**config.mk**
```make
export PLATFORM = sky130hd
export DESIGN_NAME = morse_key_sequencer
export DESIGN_NICKNAME = d
export VERILOG_FILES = /design/src/rtl/morse_key_sequencer.sv
export SDC_FILE = /design/constraint.sdc
export NUM_CORES = 1
export LEC_CHECK = 0
export CAP_MARGIN = 25
export CORE_ASPECT_RATIO = 0.7
export CORE_MARGIN = 2
export CORE_UTILIZATION = 63
export DETAILED_ROUTE_END_ITERATION = 6
export PLACE_DENSITY = 0.81
export RECOVER_POWER = 100
export SYNTH_ARGS = -nofsm -noshare
export SYNTH_HDL_FRONTEND = slang
export SYNTH_SLANG_ARGS = --single-unit
```
**constraint.sdc**
```tcl
create_clock -name clk -period 2.7 [get_ports clk]
set_clock_uncertainty 0.1 [all_clocks]
set_input_delay 0.405 -clock clk [delete_from_list [all_inputs] [get_ports clk]]
set_output_delay 0.405 -clock clk [all_outputs]
set_load 0.01 [all_outputs]
```
**src/rtl/morse_key_sequencer.sv**
```systemverilog
// Key-line front end for the morse decoder: times presses and gaps and emits one-hot
// symbol/space pulses with post-space holdoff and a single-entry pending slot.
module morse_key_sequencer #(
  parameter int UNIT  = 4,
  parameter int CNT_W = 16
) (
  input  logic clk,
  input  logic rst,
  input  logic en,
  input  logic key_in,
  output logic dot_inp,
  output logic dash_inp,
  output logic char_space_inp,
  output logic word_space_inp,
  output logic sym_err,
  output logic overrun,
  output logic busy
);

  typedef enum logic [2:0] {
    ST_IDLE    = 3'd0,
    ST_PRESS   = 3'd1,
    ST_GAP     = 3'd2,
    ST_CHARGAP = 3'd3,
    ST_STUCK   = 3'd4
  } state_t;

  localparam logic [CNT_W-1:0] ONE       = CNT_W'(1);
  localparam logic [CNT_W-1:0] DASH_MIN  = CNT_W'(2 * UNIT);
  localparam logic [CNT_W-1:0] CHAR_GAP  = CNT_W'(2 * UNIT);
  localparam logic [CNT_W-1:0] WORD_GAP  = CNT_W'(5 * UNIT);
  localparam logic [CNT_W-1:0] STUCK_LIM = CNT_W'(8 * UNIT);

  logic             sync_meta_r, key_s_r;
  state_t           state_r, state_n;
  logic [CNT_W-1:0] press_cnt_r, press_cnt_n, gap_cnt_r, gap_cnt_n;
  logic [2:0]       holdoff_r, holdoff_n;
  logic             pend_valid_r, pend_valid_n, pend_dash_r, pend_dash_n;
  logic             dot_r, dash_r, char_r, word_r, err_r, overrun_r, busy_r;
  logic             dot_n, dash_n, char_n, word_n, err_n, overrun_n, busy_n;
  logic             classify_s, sym_dash_s, release_s;

  // Two-flop synchroniser; keeps running while en=0 so a held key is seen on re-enable.
  always_ff @(posedge clk) begin
    if (rst) begin
      sync_meta_r <= 1'b0;
      key_s_r     <= 1'b0;
    end else begin
      sync_meta_r <= key_in;
      key_s_r     <= sync_meta_r;
    end
  end

  // Next-state, counter, holdoff, pending-slot and output-pulse logic.
  always_comb begin
    state_n      = state_r;
    press_cnt_n  = press_cnt_r;
    gap_cnt_n    = gap_cnt_r;
    pend_valid_n = pend_valid_r;
    pend_dash_n  = pend_dash_r;
    dot_n        = 1'b0;
    dash_n       = 1'b0;
    char_n       = 1'b0;
    word_n       = 1'b0;
    err_n        = 1'b0;
    overrun_n    = 1'b0;
    classify_s   = 1'b0;
    sym_dash_s   = 1'b0;

    case (state_r)
      ST_IDLE: begin
        if (key_s_r) begin
          state_n     = ST_PRESS;
          press_cnt_n = ONE;
        end else begin
          state_n = ST_IDLE;
        end
      end
      ST_PRESS: begin
        if (key_s_r) begin
          if (press_cnt_r >= STUCK_LIM - ONE) begin
            press_cnt_n = STUCK_LIM;
            err_n       = 1'b1;
            state_n     = ST_STUCK;
          end else begin
            press_cnt_n = press_cnt_r + ONE;
          end
        end else begin
          classify_s = 1'b1;
          sym_dash_s = (press_cnt_r >= DASH_MIN);
          state_n    = ST_GAP;
          gap_cnt_n  = ONE;
        end
      end
      ST_GAP: begin
        if (key_s_r) begin
          state_n     = ST_PRESS;
          press_cnt_n = ONE;
        end else if (gap_cnt_r >= CHAR_GAP - ONE) begin
          gap_cnt_n = CHAR_GAP;
          char_n    = 1'b1;
          state_n   = ST_CHARGAP;
        end else begin
          gap_cnt_n = gap_cnt_r + ONE;
        end
      end
      ST_CHARGAP: begin
        if (key_s_r) begin
          state_n     = ST_PRESS;
          press_cnt_n = ONE;
        end else if (gap_cnt_r >= WORD_GAP - ONE) begin
          gap_cnt_n = WORD_GAP;
          word_n    = 1'b1;
          state_n   = ST_IDLE;
        end else begin
          gap_cnt_n = gap_cnt_r + ONE;
        end
      end
      ST_STUCK: begin
        if (!key_s_r) begin
          state_n = ST_IDLE;
        end else begin
          state_n = ST_STUCK;
        end
      end
      default: begin
        state_n = ST_IDLE;
      end
    endcase

    if (word_n) begin
      holdoff_n = 3'd7;
    end else if (char_n) begin
      holdoff_n = 3'd3;
    end else if (holdoff_r != 3'd0) begin
      holdoff_n = holdoff_r - 3'd1;
    end else begin
      holdoff_n = 3'd0;
    end

    // Release and immediate output are exclusive: release needs a full slot, immediate an empty one.
    release_s = pend_valid_r && (holdoff_r == 3'd0);
    if (release_s) begin
      pend_valid_n = 1'b0;
      dot_n        = !pend_dash_r;
      dash_n       = pend_dash_r;
    end else begin
      pend_valid_n = pend_valid_r;
    end

    if (classify_s) begin
      if (pend_valid_r) begin
        overrun_n = 1'b1;
      end else if (holdoff_r != 3'd0) begin
        pend_valid_n = 1'b1;
        pend_dash_n  = sym_dash_s;
      end else begin
        dot_n  = !sym_dash_s;
        dash_n = sym_dash_s;
      end
    end else begin
      overrun_n = 1'b0;
    end

    busy_n = (state_n != ST_IDLE) || pend_valid_n || (holdoff_n != 3'd0);
  end

  // State and output registers; en=0 flushes everything except the synchroniser.
  always_ff @(posedge clk) begin
    if (rst || !en) begin
      state_r      <= ST_IDLE;
      press_cnt_r  <= '0;
      gap_cnt_r    <= '0;
      holdoff_r    <= 3'd0;
      pend_valid_r <= 1'b0;
      pend_dash_r  <= 1'b0;
      dot_r        <= 1'b0;
      dash_r       <= 1'b0;
      char_r       <= 1'b0;
      word_r       <= 1'b0;
      err_r        <= 1'b0;
      overrun_r    <= 1'b0;
      busy_r       <= 1'b0;
    end else begin
      state_r      <= state_n;
      press_cnt_r  <= press_cnt_n;
      gap_cnt_r    <= gap_cnt_n;
      holdoff_r    <= holdoff_n;
      pend_valid_r <= pend_valid_n;
      pend_dash_r  <= pend_dash_n;
      dot_r        <= dot_n;
      dash_r       <= dash_n;
      char_r       <= char_n;
      word_r       <= word_n;
      err_r        <= err_n;
      overrun_r    <= overrun_n;
      busy_r       <= busy_n;
    end
  end

  assign dot_inp        = dot_r;
  assign dash_inp       = dash_r;
  assign char_space_inp = char_r;
  assign word_space_inp = word_r;
  assign sym_err        = err_r;
  assign overrun        = overrun_r;
  assign busy           = busy_r;

endmodule

```
# --- Yosys cells after proc, flatten, opt, wreduce, memory -nomap -nowiden ---
# Index checks and enable logic that the tools add are counted.
classes:
  addsub: 3
  order_cmp: 4
  eq_ne: 9
  muxes: 46
  bitwise: 4
  reduce_logical: 20
op_table:
  columns: ["operator", "n"]
  rows:
  - ["two-way mux 16 bit", 8]
  - ["case mux 16 bit (3 select lines)", 1]
  - ["adder 16 x 1 -> 16 bit, second input constant", 2]
  - [">= comparator 16 x 5 -> 1 bit, second input constant", 2]
  - ["case mux 16 bit (2 select lines)", 1]
  - ["two-way mux 3 bit", 10]
  - ["two-way mux 1 bit", 25]
  - [">= comparator 16 x 3 -> 1 bit, second input constant", 1]
  - [">= comparator 16 x 4 -> 1 bit, second input constant", 1]
  - ["case mux 3 bit (5 select lines)", 1]
  - ["nonzero test 3 bit", 4]
  - ["inequality test 2 bit, second input constant", 4]
  - ["== test 3 x 2 -> 1 bit, second input constant", 2]
  - ["logical NOT 3 bit", 2]
  - ["AND reduction 3 bit", 2]
  - ["OR reduction 3 bit", 2]
  - ["NOT 1 bit", 4]
  - ["AND reduction 4 bit", 1]
  - ["== test 3 x 1 -> 1 bit, second input constant", 1]
  - ["== test 3 bit, second input constant", 1]
  - ["logical NOT 1 bit", 3]
  - ["logical OR 1 bit", 3]
  - ["subtractor 3 x 1 -> 3 bit, second input constant", 1]
  - ["inequality test 2 x 1 -> 1 bit, second input constant", 1]
  - ["other kinds (3)", 3]
word_totals:
  register_bits: 49
  in_bits: 4
  output_inout_bits: 7
  word_cells: 101

# --- Depth between registers and ports, before layout ---
# Gate-level depths: netlist of run 1.
logic_depth:
  depth_word: 8
  ltp_mapped: 7
  depth_no_buf: 6

# --- Least setup slack after synthesis of run 1 ---
# OpenSTA, ideal clock, no wires.
synth_path:
  path_kind: "reg2reg"
  from: "register gap_cnt_r[0]"
  to: "register gap_cnt_r[15]"
  setup_time_ps: 65
  arrival_time_ps: 1541
  required_ps: 2535
  path_slack_ps: 994
  path_stages_with_launch: 8
  path_buffers: 1
  period_less_slack_ps: 1706
  cell_sequence: "dfxtp_1 -> ha_1 -> a211oi_1 -> nand4_1 -> o22ai_1 -> o21ai_1 -> buf_2 -> nor2_1"
synth_via:
  elab_chain_cells: 4
  word_cells_on_any_way: 8
synth_rtl:
  columns: ["item", "line_no", "text"]
  rows:
  - ["start: declaration", "36", "logic [CNT_W-1:0] press_cnt_r, press_cnt_n, gap_cnt_r, gap_cnt_n;"]
  - ["start signal: assignment", "187", "gap_cnt_r <= gap_cnt_n;"]
  - ["adder 16 x 1 -> 16 bit (tied with other cells)", "104, 116", null]
  - ["two-way mux 16 bit, on equally long branches", "111, 99", null]
  - ["two-way mux 16 bit, on equally long branches", "108, 96", null]
  - ["case mux 16 bit (3 select lines) *", "70", "case (state_r)"]
# Mark *: on every way between the ends. The rest lies on a longest branch, timed or not. The select of a mux whose other input is x is not followed.
# A chain may end at the register's enable or synchronous reset.

# --- Worst setup path in the final report of run 1 ---
layout_path:
  from: "register press_cnt_r[0]"
  to: "register press_cnt_r[6]"
layout_via:
  elab_chain_cells: 4
  word_cells_on_any_way: 5
layout_rtl:
  columns: ["item", "line_no", "text"]
  rows:
  - ["start: declaration", "36", null]
  - ["start signal: assignment", "186", "press_cnt_r <= press_cnt_n;"]
  - ["adder 16 x 1 -> 16 bit / >= comparator 16 x 5 -> 1 bit (equally long branches)", "86, 81", null]
  - ["two-way mux 16 bit *", "81", "if (press_cnt_r >= STUCK_LIM - ONE) begin"]
  - ["two-way mux 16 bit *", "80", "if (key_s_r) begin"]
  - ["case mux 16 bit (2 select lines) *", "70", null]
# Marked as above.

==> results list, run 1 <==
- The average instance in the mapped netlist occupies 8.59 sq um.
* Maximum number of pins on one net before global-route repair: 18
- The number of global-route vias before repair is 1654.
* Initial DRC Count: 197
- The tightest min-delay check is of the reg -> reg type.
- Synthesized netlist net count: 265
* Fraction of the cycle the final worst path needs: 0.802
- The die is 74.8 um wide.
- Number of antenna violations at the first check in global routing: 0
- Number of max-capacitance violations reported: 0
- Achievable Freq: 0.462 GHz
- Routed via count: 1853
* Remaining Overflow, GRT: 0
* Max-slew violations: 0
- For this run, asynchronously set or reset flops after synthesis account for 0.
- Run status: finished clean
- Once the clock tree was built, the setup fixing pass inserted 0 buffers.
- Area growth syn-to-layout: 11.4%
- In the final layout, the share of cells above drive strength 1 is 0.0489.
- The commonest cells after synthesis are dfxtp_1, nor2_1, nand2_1, a21oi_1, nand4_1.
- Post-Synth Adder-Cell Area: 0.0227
- Number of nets in the final layout: 273
* Std-Cell Rows: 17
- Post-synthesis cell area: 2210 sq um
- Reg2Reg Depth: 6
- The critical path is of the reg -> reg type.
- Initial standard-cell utilization of the core: 0.679
- Area inside the core boundary: 3250 sq um
* Yosys cell types: 42
* Most used flip-flop cell after synthesis: dfxtp_1
- In the final layout, flip-flops and latches occupy 981 sq um.
- The smallest clock period supported by the final layout is computed as 2170 ps.
- Sequential area share after synthesis: 0.444
- Pwr Total: 1.38 mW
- Final Routed Wirelength: 4.33 mm
- Largest fanout on the critical path: 12
* Critical path endpoint category: register
- Final setup violation count: 0
* H-tree lvl count: 2
- Of the total synthesized cell area, the portion taken by AND, OR, NAND and NOR gates is 0.318.
- The repair_antennas step left the layout with diodes totalling 0.
- Maximum vdd drop: 0.425 mV
* Clk sinks: 49
- Leakage: 0.862 nW
- Counting the buffers created by CTS gives 5.
* Area used by multi-input combinational logic: 1160 sq um
- Slew at the pin with the worst max-slew slack: 835 ps
- The floorplan step defined a die boundary enclosing 4000 sq um.
* Fraction of synthesized area in multiplexers: 0.00453
* Largest family of logic cells by synthesized area: simple AND/OR/NAND/NOR gates
- Sorting the synthesized cells by area gives the leading types as dfxtp_1, nor2_1, xor2_1, nand4_1, a21oi_1.
- Counting flops with a built-in enable in the synthesized netlist gives 0.
- Filler cell count: 259
- Sum of negative setup slack: 0 ps
- Counting instances, the worst hold path has a depth of 1.
- Clock tree from TritonCTS: yes
* Maximum clock path buffer count: 2
- Cell family with the largest share of critical-path delay: compound AO/OA/AOI/OAI gates
- Synth warn: 0
- Root Buffer Master: clkbuf_8
- Hold repair after CTS inserted 0 buffers.
* Instance count on the critical path: 6
* Clock Latency Late Sink: 300 ps
- Data arrival time of the worst path: 2230 ps
- After clock tree synthesis, the clock-pin slew on the worst setup and hold paths is 90 ps.
- DR vias/cell: 5.92
- Of the post-synthesis cell area, the dominant cell type holds 0.444.
- Across every metal layer, demand over resource in global routing totals 0.260.
- Cell type contributing the most total cell area after synthesis: dfxtp_1
- Critical path buffers and inverters: 0
- Slack of the worst reg-to-reg path: 530 ps
* Worst stage delay on the critical path: 660 ps
- Routed len/inst: 13.8 um
- Hold violation count in the final report: 0
- Post-Synth XOR/XNOR Area: 0.0674
- Total power per unit cell area: 559 nW/um^2
* Post-cts gate resize count: 0
- During I/O placement, the number of pins put on the boundary was 11.
* Most instantiated library cell after synthesis: dfxtp_1
- Die height: 53.5 um
- Critical path data required time: 2760 ps
* Cells along the critical path: ha_1 > nand4_1 > nand4_1 > nor2_1 > o21ai_1 > nor2_1
* Unrepaired setup endpoints after global routing: no
- Kind of start point of the critical path: register
- Number of detailed-route iterations in the first pass: 5
* Number of register bits inferred by synthesis: 49
* Count of port buffers added during placement: 10
- The area fraction in compound gates after synthesis was 0.114.
* Wire length of the first global-routing pass: 7.73 mm
* Antenna Nets Post-Route: 0
- Final GP Congestion: 0.930
* Detail Placement HPWL: 3.10 mm
- Cell count after synthesis: 257
* Count of unresolved DRC violations after routing: 0
* Headroom to the max-slew limit: 0.440
- The slowest stage of the critical path belongs to the cell o21ai_1.
[power by group]
| group | total, mW | switching, mW | internal [mW] |
|---|---|---|---|
| sequential | 0.728 | 0.00305 | 0.725 |
| combinational | 0.0337 | 0.0233 | 0.0104 |
| clock | 0.615 | 0.242 | 0.373 |
[metrics by stage]
| stage | hold slack, ps | utilization | worst slack [ps] | instances | area, sq um |
|---|---|---|---|---|---|
| 3_5_place_dp | 323 | 0.717 | 605 | 305 | 2330 |
| 6_report | 340 | 0.756 | 534 | 313 | 2460 |
| 2_1_floorplan | 314 | - | 994 | 257 | 2210 |
| 5_1_grt | 367 | 0.756 | 309 | 313 | 2460 |
| 4_1_cts | 345 | 0.759 | 579 | 313 | 2470 |
| 3_3_place_gp | 326 | 0.717 | 638 | 305 | 2330 |
[layer usage]
metal | wire, um | vias up | global-route usage
li1 | - | 930 | -
met1 | 2250 | 855 | 0.383
met2 | 1730 | 59 | 0.357
met3 | 284 | 9 | 0.0824
met4 | 64 | 0 | 0.0863
met5 | 0 | - | 0
[final cells by class]
type                            instances  area share
Clock buffer                            5      0.0280
Tap cell                               47      0.0239
Clock inverter                          3      0.0280
Timing Repair Buffer                   11      0.0422
Inverter                                6     0.00915
Multi-Input combinational cell        192       0.470
Sequential cell                        49       0.399
[worst reg2reg max path: cells and delay by family (launching register included)]
family	cells	cell delay, ps
AND/OR/NAND/NOR	4	570
adder cells (fa/ha/maj)	1	250
AO/OA/AOI/OAI	1	660
flip-flops	1	440
[path summary, 6_finish.rpt]
| path | start | endpoint |
|---|---|---|
| max reg2reg | press_cnt_r[0] | press_cnt_r[6] |
| max | press_cnt_r[0] | press_cnt_r[6] |
| min reg2reg | sync_meta_r | key_s_r |
| min | sync_meta_r | key_s_r |
[cells in the final DEF, fill, tap and decap left out, drive strengths merged, types with 3 or more instances in the layout]
cell / count
a31oi: 5
nor4: 7
or3: 3
xnor2: 6
nor2: 37
a41oi: 4
xor2: 11
nand2: 18
and4: 3
nor3: 13
or2: 4
ha: 4
o21ai: 9
clkbuf: 6
dlygate4sd3: 8
nand4: 13
nand3: 10
nor2b: 7
dfxtp: 49
a21oi: 14
nand2b: 5
and3: 4
inv: 7
[sequential cells by signal, indices dropped and copies added, names as in the netlist]
| register | cells |
|---|---|
| busy | 1 |
| char_space_inp | 1 |
| dash_inp | 1 |
| dot_inp | 1 |
| gap_cnt_r | 16 |
| holdoff_r | 3 |
| key_s_r | 1 |
| overrun | 1 |
| pend_dash_r | 1 |
| pend_valid_r | 1 |
| press_cnt_r | 16 |
| state_r | 3 |
| sym_err | 1 |
| sync_meta_r | 1 |
| word_space_inp | 1 |
[cells by family after synthesis]
family | count (synthesis)
AO/OA/AOI/OAI | 41
multiplexers | 1
flip-flops | 49
adder cells (fa/ha/maj) | 4
XOR/XNOR | 17
AND/OR/NAND/NOR | 129
buffers and inverters | 16
(Power assumes the default switching activity.)
==> inputs of run 2 (changes only) <==
--- a/config.mk
+++ b/config.mk
@@ -8,9 +8,9 @@
 export CAP_MARGIN = 25
 export CORE_ASPECT_RATIO = 0.7
 export CORE_MARGIN = 2
-export CORE_UTILIZATION = 63
+export CORE_UTILIZATION = 53
 export DETAILED_ROUTE_END_ITERATION = 6
-export PLACE_DENSITY = 0.81
+export PLACE_DENSITY = 0.72
 export RECOVER_POWER = 100
 export SYNTH_ARGS = -nofsm -noshare
 export SYNTH_HDL_FRONTEND = slang
==> constraint.sdc (replaced) <==
create_clock -name clk -period 1.97 [get_ports clk]
set_clock_uncertainty 0.1 [all_clocks]
set_input_delay 0.2955 -clock clk [delete_from_list [all_inputs] [get_ports clk]]
set_output_delay 0.2955 -clock clk [all_outputs]
set_load 0.01 [all_outputs]
==> run 2 against run 1 <==
Clock power grew 3%; final area grew 3.9%; sequential share of layout area fell by 1.4 points; largest cell class unchanged; critical endpoint is now dot_inp; global-route usage fell by 5.2 points; largest power group unchanged.
==> results list, run 2 (same netlist as run 1, synthesis figures left out) <==
- The HPWL reported at the end of detailed placement was 3.33 mm (was 3.10 mm).
- Utilization after layout: 0.644 (was 0.756)
- Registers with the most flip-flops: gap_cnt_r (16), press_cnt_r (16) (unchanged).
* Data arrival time of the worst path: 2000 ps (was 2230 ps)
- The final cell area excluding filler cells came to 2560 sq um (was 2460 sq um).
- Sum of negative setup slack: 0 ps (unchanged)
- The ratio of cells with drive above 1 in the final layout is 0.108 (was 0.0489).
- The final net count is 286 (was 273).
- The number of buffers added to fix hold violations after cts is 0 (unchanged).
* Hold violation count in the final report: 0 (unchanged)
- Pwr Total: 1.68 mW (was 1.38 mW)
- Routed len/inst: 13.8 um (about the same)
* Count of unresolved DRC violations after routing: 0 (unchanged)
* Clk sinks: 49 (unchanged)
- Die height: 58.0 um (was 53.5 um)
- The initial core utilization was 0.556 (was 0.679).
* Critical path data required time: 2100 ps (was 2760 ps)
- Area growth syn-to-layout: 15.8% (was 11.4%)
* Slew at the pin with the worst max-slew slack: 458 ps (was 835 ps)
- The worst setup path category is reg -> reg (unchanged).
- Total power per unit cell area: 659 nW/um^2 (was 559 nW/um^2)
- The width of the chip is 81.2 um (was 74.8 um).
- The number of input and output port buffers inserted came to 10 (unchanged).
* Remaining Overflow, GRT: 0 (unchanged)
* Clock tree from TritonCTS: yes (unchanged)
* Number of detailed-route iterations in the first pass: 5 (unchanged)
* Number of ports placed on the die boundary: 11 (unchanged)
- DR vias/cell: 5.56 (was 5.92)
- Most frequent cells in the layout: dfxtp_1, nor2_1, nand2_1 (unchanged)
* Number of antenna violations at the first check in global routing: 0 (unchanged)
- The clock-pin slew reported for the worst setup and hold paths after clock tree synthesis was 80 ps (was 90 ps).
- Root Buffer Master: clkbuf_8 (unchanged)
* Number of max-capacitance violations reported: 0 (unchanged)
- Global-route usage over all layers: 0.208 (was 0.260)
- The detailed-route wire length was 4.58 mm (was 4.33 mm).
- The number of buffers created by CTS was 5 (unchanged).
- Number of global-route vias before repair: 1580 (was 1654)
* Maximum clock path buffer count: 2 (unchanged)
- Die footprint: 4710 sq um (was 4000 sq um)
* Maximum vdd drop: 0.386 mV (was 0.425 mV)
- Std-Cell Rows: 19 (was 17)
- The post-route clock period utilization was 0.949 (was 0.802).
- Hold Crit Depth: 1 (unchanged)
- The final count of negative-setup-slack endpoints came to 0 (unchanged).
* Kind of start point of the critical path: register (unchanged)
* Leakage: 0.917 nW (was 0.862 nW)
* Wire length of the first global-routing pass: 7.47 mm (was 7.73 mm)
* Headroom to the max-slew limit: 0.694 (was 0.440)
- Leading cell type in the layout, fill and taps excluded: dfxtp_1 (unchanged)
- Reg2Reg Depth: 5 (was 6)
- Achievable Freq: 0.535 GHz (was 0.462 GHz)
* Area inside the core boundary: 3970 sq um (was 3250 sq um)
* Routed via count: 1840 (was 1853)
* Initial DRC Count: 150 (was 197)
- Largest fanout on the critical path: 3 (was 12)
* Diode insertion count for antenna repair: 0 (unchanged)
- Area post-placement: 2440 sq um (was 2330 sq um)
* Antenna Nets Post-Route: 0 (unchanged)
- The pin count of the biggest net entering global routing was 15 (was 18).
* Clock Latency Late Sink: 290 ps (was 300 ps)
- The number of pins with negative max-slew slack in the final report was 0 (unchanged).
* Run status: finished clean (unchanged)
* H-tree lvl count: 2 (unchanged)
* Crit path time final: 1870 ps (was 2170 ps)
- The global placement routability congestion is 0.807 (was 0.930).
- The worst min-delay path category is reg -> reg (unchanged).
* Unrepaired setup endpoints after global routing: no (unchanged)
- Critical path endpoint category: register (unchanged)
[run 2: cell types whose count changed in the layout (fill, tap and decap cells not counted), sizes merged]
cell    delta
buf       +12
bufinv     -2
clkbuf     +3
clkinv     +1
inv        -1
[run 2: timing repair]
item                                    in CTS  in global routing
pin swaps                                    0                  2
gates resized for setup                      1                  4
buffers inserted                             0                  0
endpoints found under the setup margin      11                 14
[run 2: final timing paths]
| path | from | to | slack (ps) |
|---|---|---|---|
| setup reg to reg | press_cnt_r[12] | dot_inp | 100 |
| hold / removal | sync_meta_r | key_s_r | 370 |
| setup / recovery | press_cnt_r[12] | dot_inp | 100 |
| hold reg to reg | sync_meta_r | key_s_r | 370 |
[run 2: per-layer routing]
metal  wire length (um)  track usage  up-vias  share of wire
li1                   -            -      962              -
met1               2620        0.346      829           0.57
met2               1680        0.255       45           0.37
met3                249       0.0530        4          0.054
met4                 25       0.0557        0         0.0055
met5                  0            0        -              0
[run 2: through the flow]
step,instances,setup slack [ps],hold WS [ps]
after floorplan,257,264,267
after global placement,323,9.69,322
after detailed placement,323,-17.6,347
after CTS,331,63.1,360
after global routing,331,7.09,378
final,331,101,369
[run 2: layout make-up]
class                   instances  area, sq um
fillers                       341         1410
flip-flops and latches         49          982
inverters                       6         22.5
clock buffers                   7         96.3
repair buffers                 24          198
well taps                      52         65.1
multi-input cells             192         1190
clock inverters                 1         5.00
[run 2: power by group]
group	switching, mW	leakage (nW)	internal (mW)
combinational	0.0349	0.467	0.0205
sequential	0.00389	0.396	0.993
clock	0.314	0.0542	0.318
total	0.353	0.917	1.33
[run 2: worst max-delay path, stage by stage, from the launching register on]
cell,delay (ps)
dfxtp_1,350
nor4_2,360
nand3_1,140
or3_1,370
or3_1,330
a21oi_1,150
==> inputs of run 3 (changes only) <==
--- a/config.mk
+++ b/config.mk
@@ -7,7 +7,6 @@
 export LEC_CHECK = 0
 export CAP_MARGIN = 25
 export CORE_ASPECT_RATIO = 0.7
-export CORE_MARGIN = 2
 export CORE_UTILIZATION = 53
 export DETAILED_ROUTE_END_ITERATION = 6
 export PLACE_DENSITY = 0.72
==> run 3 against run 2 <==
Setup slack improved by 26 ps; clock power fell by 10%; sequential cell count did not move; final cell count did not move; combinational power rose by 2%; non-clock buffer count did not move; critical endpoint is now gap_cnt_r[4]; largest power group unchanged.
==> results list, run 3 (same netlist as run 1, synthesis figures left out) <==
* Run status: finished clean (unchanged)
* Sum of negative setup slack: 0 ps (unchanged)
* Maximum number of pins on one net before global-route repair: 15 (unchanged)
* Die footprint: 4430 sq um (was 4710 sq um)
- The final antenna diode count was 0 (unchanged).
* Hold Crit Depth: 1 (unchanged)
* Number of ports placed on the die boundary: 11 (unchanged)
- Critical path data required time: 2090 ps (was 2100 ps)
* Initial DRC Count: 132 (was 150)
* Reg2Reg Depth: 4 (was 5)
- The ratio of cells with drive above 1 in the final layout came to 0.100 (was 0.108).
- Number of max-capacitance violations reported: 0 (unchanged)
- The total vias in the final route was 1865 (was 1840).
* Total power per unit cell area: 640 nW/um^2 (was 659 nW/um^2)
* Clock tree from TritonCTS: yes (unchanged)
- Number of nets in the final layout: 286 (unchanged)
- The slowest stage cell on the critical path is dfxtp_1 (was or3_1).
* Worst Setup Slack, final: 127 ps (was 101 ps)
- The number of pins with negative max-slew slack in the final report is 0 (unchanged).
- The remaining global-route overflow is 0 (unchanged).
- Routed len/inst: 14.1 um (was 13.8 um)
* Count of unresolved DRC violations after routing: 0 (unchanged)
* Achievable Freq: 0.543 GHz (was 0.535 GHz)
- Root Buffer Master: clkbuf_8 (unchanged)
- Chip Width: 79.2 um (was 81.2 um)
- Number of antenna violations at the first check in global routing: 0 (unchanged)
- Type of the worst setup path: reg -> reg (unchanged)
* Clock buffers created by TritonCTS: 5 (unchanged)
- The clock latency at the later pin of the worst-skew pair was 300 ps (was 290 ps).
- H-tree lvl count: 2 (unchanged)
- The initial core utilization was 0.560 (was 0.556).
- Number of detailed-route iterations in the first pass: 4 (was 5)
* Cells along the critical path: or2_1 > nor2_1 > nand4_1 > a41oi_1 (was nor4_2 > nand3_1 > or3_1 > or3_1 > a21oi_1)
* Hold violation count in the final report: 0 (unchanged)
- Kind of start point of the critical path: register (unchanged)
* Final GP Congestion: 0.894 (was 0.807)
- Leading cell type in the layout, fill and taps excluded: dfxtp_1 (unchanged)
- End point of the worst hold path: key_s_r (unchanged)
* DR vias/cell: 5.63 (was 5.56)
* Fraction of the cycle the final worst path needs: 0.935 (was 0.949)
- Worst stage delay on the critical path: 410 ps (was 370 ps)
* Leakage: 0.903 nW (was 0.917 nW)
- Worst min-delay path class: reg -> reg (unchanged)
* Wire length of the first global-routing pass: 7.62 mm (was 7.47 mm)
- The relative max-transition margin is 0.561 (was 0.694).
* Pre-CTS WS: 0.909 ps (was -17.6 ps)
- The final count of negative-setup-slack endpoints came to 0 (unchanged).
* Data arrival time of the worst path: 1960 ps (was 2000 ps)
* Registers with the most flip-flops: gap_cnt_r (16), press_cnt_r (16) (unchanged)
* Maximum vdd drop: 0.513 mV (was 0.386 mV)
- The relative area change from synthesis to final layout came to 14.5% (was 15.8%).
- The placeable core area is 3950 sq um (was 3970 sq um).
* Final Routed Wirelength: 4.67 mm (was 4.58 mm)
* Worst R2R End: gap_cnt_r[4] (was dot_inp)
- The final critical delay including setup and external delays came to 1840 ps (was 1870 ps).
- Detail Placement HPWL: 3.36 mm (was 3.33 mm)
* Antenna Nets Post-Route: 0 (unchanged)
* Global-route usage over all layers: 0.224 (was 0.208)
- Most frequent cells in the layout: dfxtp_1, nor2_1, nand2_1 (unchanged)
- Count of port buffers added during placement: 10 (unchanged)
* Die height: 56.0 um (was 58.0 um)
- The clock-pin slew reported for the worst setup and hold paths after clock tree synthesis was 90 ps (was 80 ps).
* Clk sinks: 49 (unchanged)
- Critical path endpoint category: register (unchanged)
- Source of the worst hold timing path: sync_meta_r (unchanged)
- Number of global-route vias before repair: 1636 (was 1580)
- The cell row count was 19 (unchanged).
* Unrepaired setup endpoints after global routing: no (unchanged)
* Largest fanout on the critical path: 10 (was 3)
- Slack of the worst reg-to-reg path: 130 ps (was 100 ps)
- The deepest clock path buffer count is 2 (unchanged).
- The slew at the pin closest to its max-slew limit is 659 ps (was 458 ps).
* Startpoint of the worst-slack reg-to-reg timing path: state_r[2] (was press_cnt_r[12])
[run 3: worst max path at each step]
stage | to | cells after the start | from | slack (ps)
after floorplan | gap_cnt_r[15] | 7 | gap_cnt_r[0] | 260
after global placement | gap_cnt_r[12] | 6 | gap_cnt_r[1] | 70
after detailed placement | gap_cnt_r[11] | 6 | gap_cnt_r[1] | 0.9
after CTS | gap_cnt_r[0] | 6 | gap_cnt_r[8] | 110
after global routing | gap_cnt_r[0] | 7 | gap_cnt_r[0] | 20
final | gap_cnt_r[4] | 4 | state_r[2] | 130
[run 3: repair_timing]
action,4_1_cts,5_1_grt
endpoints found under the hold margin,0,0
resized for setup,1,2
setup endpoints to repair,2,13
setup buffers,0,0
hold buffers,0,0
pin swaps,0,1
[run 3: final cells by class]
type / instances / area [sq um]
Clock buffer: 6 / 72.6
Clock inverter: 2 / 10.0
Fill cell: 351 / 1420
Inverter: 6 / 22.5
Multi-Input combinational cell: 192 / 1180
Sequential cell: 49 / 981
Tap cell: 52 / 65.1
Timing Repair Buffer: 24 / 198
[run 3: power by group]
| part | internal [mW] | leakage, nW | switching, mW |
|---|---|---|---|
| clock network | 0.247 | 0.0450 | 0.319 |
| logic | 0.0205 | 0.463 | 0.0358 |
| registers | 0.993 | 0.395 | 0.00386 |
[run 3: through the flow]
step                utilization  area, sq um  hold slack, ps  cells  total power [mW]
global route              0.641         2530             375    331              1.69
detailed placement        0.618         2440             324    323              1.08
floorplan                     -         2210             267    257              1.05
CTS                       0.640         2520             344    331              1.63
global placement          0.618         2440             323    323              1.08
finish                    0.641         2530             342    331              1.62
[run 3: metal layers]
| metal | vias to the layer above | routed length, um | GRT usage |
|---|---|---|---|
| li1 | 958 | - | - |
| met4 | 0 | 45 | 0.0779 |
| met2 | 59 | 1850 | 0.298 |
| met3 | 4 | 316 | 0.0590 |
| met1 | 844 | 2460 | 0.343 |
| met5 | - | 0 | 0 |
[run 3: critical path: cells and delay by family, from the launching register on]
family / cells / cell delay, ps
AND/OR/NAND/NOR: 3 / 1000
flip-flops: 1 / 410
AO/OA/AOI/OAI: 1 / 250
